<file path="src/rtl/decode_stage.sv">
// decode_stage: registered MIPS decode with valid/ready handshake, load-use bubble and stall counter
module decode_stage #(
    parameter bit EXT_EN = 1'b0,
    parameter int CNT_W  = 16
) (
    input  logic             clk,
    input  logic             rst,
    input  logic [31:0]      in_instr,
    input  logic             in_valid,
    output logic             in_ready,
    input  logic             flush,
    output logic             out_valid,
    input  logic             out_ready,
    output logic [4:0]       rs,
    output logic [4:0]       rt,
    output logic [4:0]       rd,
    output logic [15:0]      imm16,
    output logic             reg_write,
    output logic             mem_read,
    output logic             mem_write,
    output logic             jump,
    output logic             branch,
    output logic             branch_ne,
    output logic             sign_ext,
    output logic             alu_src,
    output logic [3:0]       alu_ctr,
    output logic             illegal,
    output logic [CNT_W-1:0] stall_cnt
);
    localparam logic [3:0] ALU_ADD = 4'b0000;
    localparam logic [3:0] ALU_SUB = 4'b0001;
    localparam logic [3:0] ALU_SLT = 4'b0111;
    localparam logic [3:0] ALU_AND = 4'b1001;
    localparam logic [3:0] ALU_OR  = 4'b1010;
    localparam logic [3:0] ALU_NOR = 4'b1100;
    localparam logic [12:0] ILL    = {8'b0, 1'b1, 4'b0};
    logic [5:0]       op, fn;
    logic [12:0]      ctl_d, ctl_q;
    logic [4:0]       rs_q, rt_q, rd_q;
    logic [15:0]      imm_q;
    logic             valid_q, valid_d;
    logic [CNT_W-1:0] cnt_q, cnt_d;
    logic             reads_rt, hazard, accept, stall;
    assign op = in_instr[31:26];
    assign fn = in_instr[5:0];
    // ctl = {reg_write, mem_read, mem_write, jump, branch, branch_ne, sign_ext, alu_src, illegal, alu_ctr}
    always_comb begin
        ctl_d = ILL;
        case (op)
            6'b000000: case (fn)
                6'b100000, 6'b100001: ctl_d = {8'b1000_0000, 1'b0, ALU_ADD};
                6'b100010, 6'b100011: ctl_d = {8'b1000_0000, 1'b0, ALU_SUB};
                6'b100100: ctl_d = {8'b1000_0000, 1'b0, ALU_AND};
                6'b100101: ctl_d = {8'b1000_0000, 1'b0, ALU_OR};
                6'b100111: ctl_d = {8'b1000_0000, 1'b0, ALU_NOR};
                6'b101010: ctl_d = EXT_EN ? {8'b1000_0000, 1'b0, ALU_SLT} : ILL;
                default: ctl_d = ILL;
            endcase
            6'b001000: ctl_d = {8'b1000_0011, 1'b0, ALU_ADD};
            6'b001100: ctl_d = {8'b1000_0001, 1'b0, ALU_AND};
            6'b001101: ctl_d = EXT_EN ? {8'b1000_0001, 1'b0, ALU_OR} : ILL;
            6'b001010: ctl_d = EXT_EN ? {8'b1000_0011, 1'b0, ALU_SLT} : ILL;
            6'b100011: ctl_d = {8'b1100_0011, 1'b0, ALU_ADD};
            6'b101011: ctl_d = {8'b0010_0011, 1'b0, ALU_ADD};
            6'b000100: ctl_d = {8'b0000_1010, 1'b0, ALU_SUB};
            6'b000101: ctl_d = EXT_EN ? {8'b0000_1110, 1'b0, ALU_SUB} : ILL;
            6'b000010: ctl_d = {8'b0001_0000, 1'b0, ALU_ADD};
            default:   ctl_d = ILL;
        endcase
    end
    // a pending load blocks any instruction that reads its destination
    assign reads_rt = op == 6'b000000 || op == 6'b101011 || op == 6'b000100 || op == 6'b000101;
    assign hazard   = valid_q && ctl_q[11] && rt_q != 5'd0 &&
                      (in_instr[25:21] == rt_q || (reads_rt && in_instr[20:16] == rt_q));
    assign in_ready = !flush && !hazard && (!valid_q || out_ready);
    assign accept   = in_valid && in_ready;
    assign stall    = hazard && valid_q && out_ready && !flush;
    assign valid_d  = accept || (valid_q && !out_ready && !flush);
    assign cnt_d    = (stall && !(&cnt_q)) ? cnt_q + CNT_W'(1) : cnt_q;
    always_ff @(posedge clk) begin
        if (rst) begin
            ctl_q   <= '0;
            rs_q    <= '0;
            rt_q    <= '0;
            rd_q    <= '0;
            imm_q   <= '0;
            valid_q <= 1'b0;
            cnt_q   <= '0;
        end else begin
            valid_q <= valid_d;
            cnt_q   <= cnt_d;
            if (accept) begin
                ctl_q <= ctl_d;
                rs_q  <= in_instr[25:21];
                rt_q  <= in_instr[20:16];
                rd_q  <= op == 6'b000000 ? in_instr[15:11] : in_instr[20:16];
                imm_q <= in_instr[15:0];
            end
        end
    end
    assign {reg_write, mem_read, mem_write, jump, branch, branch_ne, sign_ext, alu_src, illegal, alu_ctr} = ctl_q;
    assign out_valid = valid_q;
    assign rs        = rs_q;
    assign rt        = rt_q;
    assign rd        = rd_q;
    assign imm16     = imm_q;
    assign stall_cnt = cnt_q;
endmodule

</file>
<file path="config.mk">
export PLATFORM = sky130hd
export DESIGN_NAME = decode_stage
export DESIGN_NICKNAME = d
export VERILOG_FILES = /design/src/rtl/decode_stage.sv
export SDC_FILE = /design/constraint.sdc
export NUM_CORES = 1
export LEC_CHECK = 0
export CAP_MARGIN = 10
export CORE_ASPECT_RATIO = 0.8
export CORE_UTILIZATION = 45
export DETAILED_ROUTE_END_ITERATION = 16
export HOLD_SLACK_MARGIN = 0.1
export PLACE_DENSITY = 0.82
export SKIP_LAST_GASP = 1
export SLEW_MARGIN = 20
export SYNTH_ARGS = -nofsm -noshare
export SYNTH_HDL_FRONTEND = slang
export SYNTH_SLANG_ARGS = --single-unit
</file>
<file path="constraint.sdc">
create_clock -name clk -period 2.5 [get_ports clk]
set_input_delay 0.25 -clock clk [delete_from_list [all_inputs] [get_ports clk]]
set_output_delay 0.25 -clock clk [all_outputs]
set_load 0.02 [all_outputs]
</file>
==> flow_summary.toml, run 1 <==
[global_routing]
grt_pass1_wl_mm = 12.1
antenna_found_initial = 0
grt_usage_pct = 23.5
grt_max_degree = 38
gr-total-overflow = 0
grt_pass1_vias = 2533

[job]
cap_violations = 0

[timing]
tightest_slew_ps = 724
rsz0062_at_grt = "no"
setup_viol = 0
max_freq_mhz = 434
finalCritPeriodShare_pct = 92.3
slew_violations = 0
hold_viol_final = 0
maxSlewHeadroom_pct = 51.7
timing.setup.tns_ps = 0
fin_skew_ps = 5.82
fin_crit_ps = 2310
setup_slack_ps = 194
whs_ps = 445

[die]
initial_core_util_pct = 47.5
num_io_pins = 99
chipHeight_um = 73.2
rows = 25
core_area_um2 = 6010
die_area_um2 = 6670
die_w_um = 91.0

[routing]
routed_via_density = 5.24
drt_wl_total_mm = 7.35
via_count = 2669
drt_pass1_iterations = 5
routedWlPerCell_um = 14.4
ant_nets = 0
drc_errors = 0
drt_iter0_drc = 124

[clock_network]
cts_resized = 1
htree_levels = 3
cts.clk_slew.worst_paths_ps = 70
postCtsSetupRepairBufs = 0
clock-sinks = 60
clockBufferDepth = 2
cts_root_buf = "clkbuf_8"
tritoncts = "built"
holdBufCountCts = 0
insertion_delay_ps = 340
cts_buffers = 9

[setup_path]
cp_max_fo = 3
worstPathRequired_ps = 2250
arrival_ps = 2060
critical_path_class = "reg -> out"
crit_path_start_kind = "flop"
endpoint_kind = "output port"

[layout]
multi_input_area_um2 = 1520
layout-drive-gt1-share_pct = 11.7
layout_common_cells = "95 x clkdlybuf4s50_1, 60 x dfxtp_1, 55 x nor2_1"
mostFrequentLayoutCell = "clkdlybuf4s50_1"
nets = 461
stdcell_count = 509
nFillCells = 478
ff_latch_area_um2 = 1200
n_antenna_cell = 0
syn2layout_area_growth_pct = 45.9

[synth]
synth_cell_types = 46
syn_inst = 312
synthArstFlopShare_pct = 0
synth.area.top_cells = "dfxtp_1 42%, mux2i_1 14%, nor2_1 7.2%"
synth_edf_count = 0
synth_area_um2 = 2850
syn-num-nets = 350
ys_ff_latch = 60
synth_top_area_share_pct = 42.1
synth_top_flop_cell = "dfxtp_1"
avgSynthCellArea_um2 = 9.15
yosysWarnings = 0
yosysTopAreaCell = "dfxtp_1"
synth_seq_area_share_pct = 42.1

[placement]
dp_hpwl_mm = 5.45
gp_congestion = 0.816
place_worst_setup_slack_ps = -96.4
port_buffers = 97
dp_cells = 493

[power]
power_w = 0.00219
leakagePower_nw = 1.55
power.density_nw_per_um2 = 527
vdd_drop_max_mv = 0.556

[status]
status = "complete, no violations"

[min_path]
hp-class = "in -> reg"
final cells by class:
class                      instances  area share [%]
multi-input combinational        229            36.4
sequential                        60            28.8
timing repair buffer             118            27.5
clock buffer                      11            3.16
tap                               81            2.43
clock inverter                     5            1.26
inverter                           5           0.451
Yosys cell counts, drive strengths merged, types with 2 or more instances:
library cell	n
nand4	4
and3	3
nor3b	2
a311oi	3
and4	3
o2111ai	2
dfxtp	60
nor2	55
or3	7
and2	3
xnor2	10
clkbuf	9
o211ai	2
o31ai	2
nor3	10
inv	5
buf	9
nand3	7
nand2	11
a211oi	9
nand2b	8
o21ai	11
a31oi	2
nor2b	2
mux2i	40
nor4	3
or4	3
a21oi	16
kinds of logic after synthesis:
family                     share of synthesized area [%]
AOI/OAI and AO/OA                                   12.9
other                                              0.131
adders and majority gates                          0.438
xor gates and xnor gates                            3.38
DFF                                                 42.1
muxes                                               14.4
buffers and inverters                               5.04
and+or+nand+nor                                     21.6
metrics by stage:
stage | utilization (%) | instance area (um^2)
finish | 69.3 | 4160
global route | 69.3 | 4160
CTS | 69.4 | 4170
detailed placement | 66.4 | 3990
global placement | 66.4 | 3990
floorplan | - | 2850
flip-flops by register name (all words and copies together), names as in the netlist:
signal	cells
stall_cnt	16
rs	5
out_valid	1
imm16	16
rt	5
ctl_q	12
rd	5
metal layers:
| metal | GRT usage, % | wire length (um) | up-vias | share of wire, % |
|---|---|---|---|---|
| li1 | - | - | 1343 | - |
| met5 | 0 | 0 | - | 0 |
| met3 | 9.48 | 523 | 4 | 7.1 |
| met2 | 39.1 | 3480 | 85 | 47 |
| met4 | 5.82 | 46 | 0 | 0.63 |
| met1 | 28.6 | 3300 | 1237 | 45 |
worst max-delay path: stages, from the launching register on:
cell,delay [ps]
dfxtp_1,310
or4_1,530
o211ai_2,210
nor3_1,100
nor4_1,340
clkbuf_2,230
power by group:
group	internal (W)	switching [W]	leakage, nW
Sequential	0.000988	0.0000176	0.488
Combinational	0.000181	0.000171	0.965
Clock	0.000455	0.000382	0.0931
Total	0.00162	0.000571	1.55
worst paths after layout:
check	from	cells after the start	to	slack (ps)
hold reg to reg	ctl_q[10]$_SDFFE_PP0P_	2	ctl_q[10]$_SDFFE_PP0P_	470
hold / removal	rst	2	stall_cnt[12]$_SDFFE_PP0P_	440
setup / recovery	rt[3]$_SDFFE_PP0P_	5	in_ready	190
setup reg to reg	rt[3]$_SDFFE_PP0P_	8	imm16[8]$_SDFFE_PP0P_	230
Note: power is estimated with default switching activity, not from simulation.
==> inputs of run 2 (changes only) <==
--- a/config.mk
+++ b/config.mk
@@ -7,9 +7,11 @@
 export LEC_CHECK = 0
 export CAP_MARGIN = 10
 export CORE_ASPECT_RATIO = 0.8
+export CORE_MARGIN = 2
 export CORE_UTILIZATION = 45
 export DETAILED_ROUTE_END_ITERATION = 16
 export HOLD_SLACK_MARGIN = 0.1
+export MAX_ROUTING_LAYER = met4
 export PLACE_DENSITY = 0.82
 export SKIP_LAST_GASP = 1
 export SLEW_MARGIN = 20
==> flow_summary.toml, run 2 (synthesis results as in run 1) <==
[clock_network]
clock-sinks = 60
clockBufferDepth = 2
tritoncts = "built"
cts_root_buf = "clkbuf_8"
insertion_delay_ps = 330
cts_buffers = 9
cts.clk_slew.worst_paths_ps = 70
htree_levels = 3
holdBufCountCts = 0

[timing]
rsz0062_at_grt = "no"
tightest_slew_ps = 613
slew_violations = 0
fin_skew_ps = 9.05
finalCritPeriodShare_pct = 90.6
maxSlewHeadroom_pct = 59.1
setup_viol = 0
hold_viol_final = 0
fin_crit_ps = 2270
max_freq_mhz = 441

[die]
chipHeight_um = 75.2
core_area_um2 = 6010
die_area_um2 = 7000
die_w_um = 93.0
rows = 25
initial_core_util_pct = 47.5
num_io_pins = 99

[setup_path]
r2r_setup_slack_ps = 230
worstPathRequired_ps = 2720
r2r_cells = 8
cp_slowest_cell = "or4_1"
path_cells = "or4_1 > o211ai_2 > nor3_1 > buf_4 > nor3_4 > buf_12 > mux2i_1 > nor2_1"
cp-startpoint = "rt[3]$_SDFFE_PP0P_"
arrival_ps = 2480
worstReg2RegStart = "rt[3]$_SDFFE_PP0P_"
endpoint = "imm16[1]$_SDFFE_PP0P_"
critical_path_class = "reg -> reg"
r2r-end = "imm16[1]$_SDFFE_PP0P_"
crit_path_max_incr_delay_ps = 530
crit_path_start_kind = "flop"
endpoint_kind = "flop"
cp_max_fo = 29

[status]
status = "complete, no violations"

[power]
comb_power_share_pct = 14.8
leakagePower_nw = 1.57
vdd_drop_max_mv = 0.380
pwr-share-clk_pct = 42.9
power.density_nw_per_um2 = 565
p_switching_w = 0.000573
pwr-share-seq_pct = 42.2
power_w = 0.00238
swShare_pct = 24.1
p_int_w = 0.00181

[layout]
mostFrequentLayoutCell = "clkdlybuf4s50_1"
fin_area_um2 = 4210
final_core_util_pct = 70.1
layout_common_cells = "95 x clkdlybuf4s50_1, 60 x dfxtp_1, 55 x nor2_1"
layout-drive-gt1-share_pct = 11.7
n_antenna_cell = 0
syn2layout_area_growth_pct = 47.6
nets = 459

[global_routing]
antenna_found_initial = 0
grt_pass1_vias = 2431
grt_max_degree = 35
grt_usage_pct = 22.2
gr-total-overflow = 0
grt_pass1_wl_mm = 11.6

[routing]
drt_wl_total_mm = 7.29
drt_pass1_iterations = 5
drc_errors = 0
drt_iter0_drc = 116
routed_via_density = 5.26
ant_nets = 0
via_count = 2665
routedWlPerCell_um = 14.4

[placement]
gp_congestion = 0.845
port_buffers = 97
postPlaceCellArea_um2 = 3980
dp_hpwl_mm = 5.28

[min_path]
hp-class = "in -> reg"

[job]
cap_violations = 0
## run 2: layer usage
metal	part of all wire (%)	GRT usage (%)	vias up
met2	47	34.7	79
met1	45	27.7	1243
met4	1.4	8.50	0
met3	6.0	6.01	11
met5	0	-	-
li1	-	-	1332
## run 2: power groups by stage
stage          logic [W]  registers, W  clock network (W)
3_5_place_dp    0.000353       0.00103                  0
6_report        0.000353       0.00101            0.00102
5_1_grt         0.000378       0.00101            0.00109
2_1_floorplan   0.000144       0.00107                  0
4_1_cts         0.000355       0.00101            0.00104
3_3_place_gp    0.000347       0.00102                  0
## run 2: cell type report
| type | instances | area, um^2 |
|---|---|---|
| Fill cell | 465 | 1790 |
| Clock inverter | 4 | 70.1 |
| Multi-Input combinational cell | 229 | 1520 |
| Clock buffer | 12 | 165 |
| Timing Repair Buffer | 116 | 1140 |
| Tap cell | 81 | 101 |
| Sequential cell | 60 | 1200 |
| Inverter | 5 | 18.8 |
## run 2: worst min-delay path by stage
stage	startpoint	to	slack, ps	depth (start not counted)
finish	rst	rt[4]$_SDFFE_PP0P_	410	2
floorplan	in_instr[0]	imm16[0]$_SDFFE_PP0P_	400	2
CTS	rst	rt[0]$_SDFFE_PP0P_	400	2
global route	rst	imm16[13]$_SDFFE_PP0P_	430	2
detailed placement	ctl_q[9]$_SDFFE_PP0P_	ctl_q[9]$_SDFFE_PP0P_	460	2
global placement	ctl_q[9]$_SDFFE_PP0P_	ctl_q[9]$_SDFFE_PP0P_	460	2
## run 2: timing repair
item,CTS,global route
resized for setup,1,3
setup buffers,0,0
endpoints found under the setup margin,1,1
## run 2: metrics by stage
| stage | std cells | hold slack, ps | setup TNS (ps) | setup slack [ps] |
|---|---|---|---|---|
| floorplan | 312 | 397 | 0 | 306 |
| global placement | 491 | 458 | -91.4 | -91.4 |
| detailed placement | 491 | 459 | -69.8 | -69.8 |
| CTS | 507 | 403 | 0 | 71.2 |
| global route | 507 | 426 | 0 | 113 |
| finish | 507 | 408 | 0 | 235 |
## run 2: worst max-delay path: cells and delay by family, from the launching register on
| family | cells | cell delay (ps) |
|---|---|---|
| buffers and inverters | 2 | 400 |
| muxes | 1 | 240 |
| DFF | 1 | 310 |
| and+or+nand+nor | 4 | 1000 |
| AOI/OAI and AO/OA | 1 | 200 |
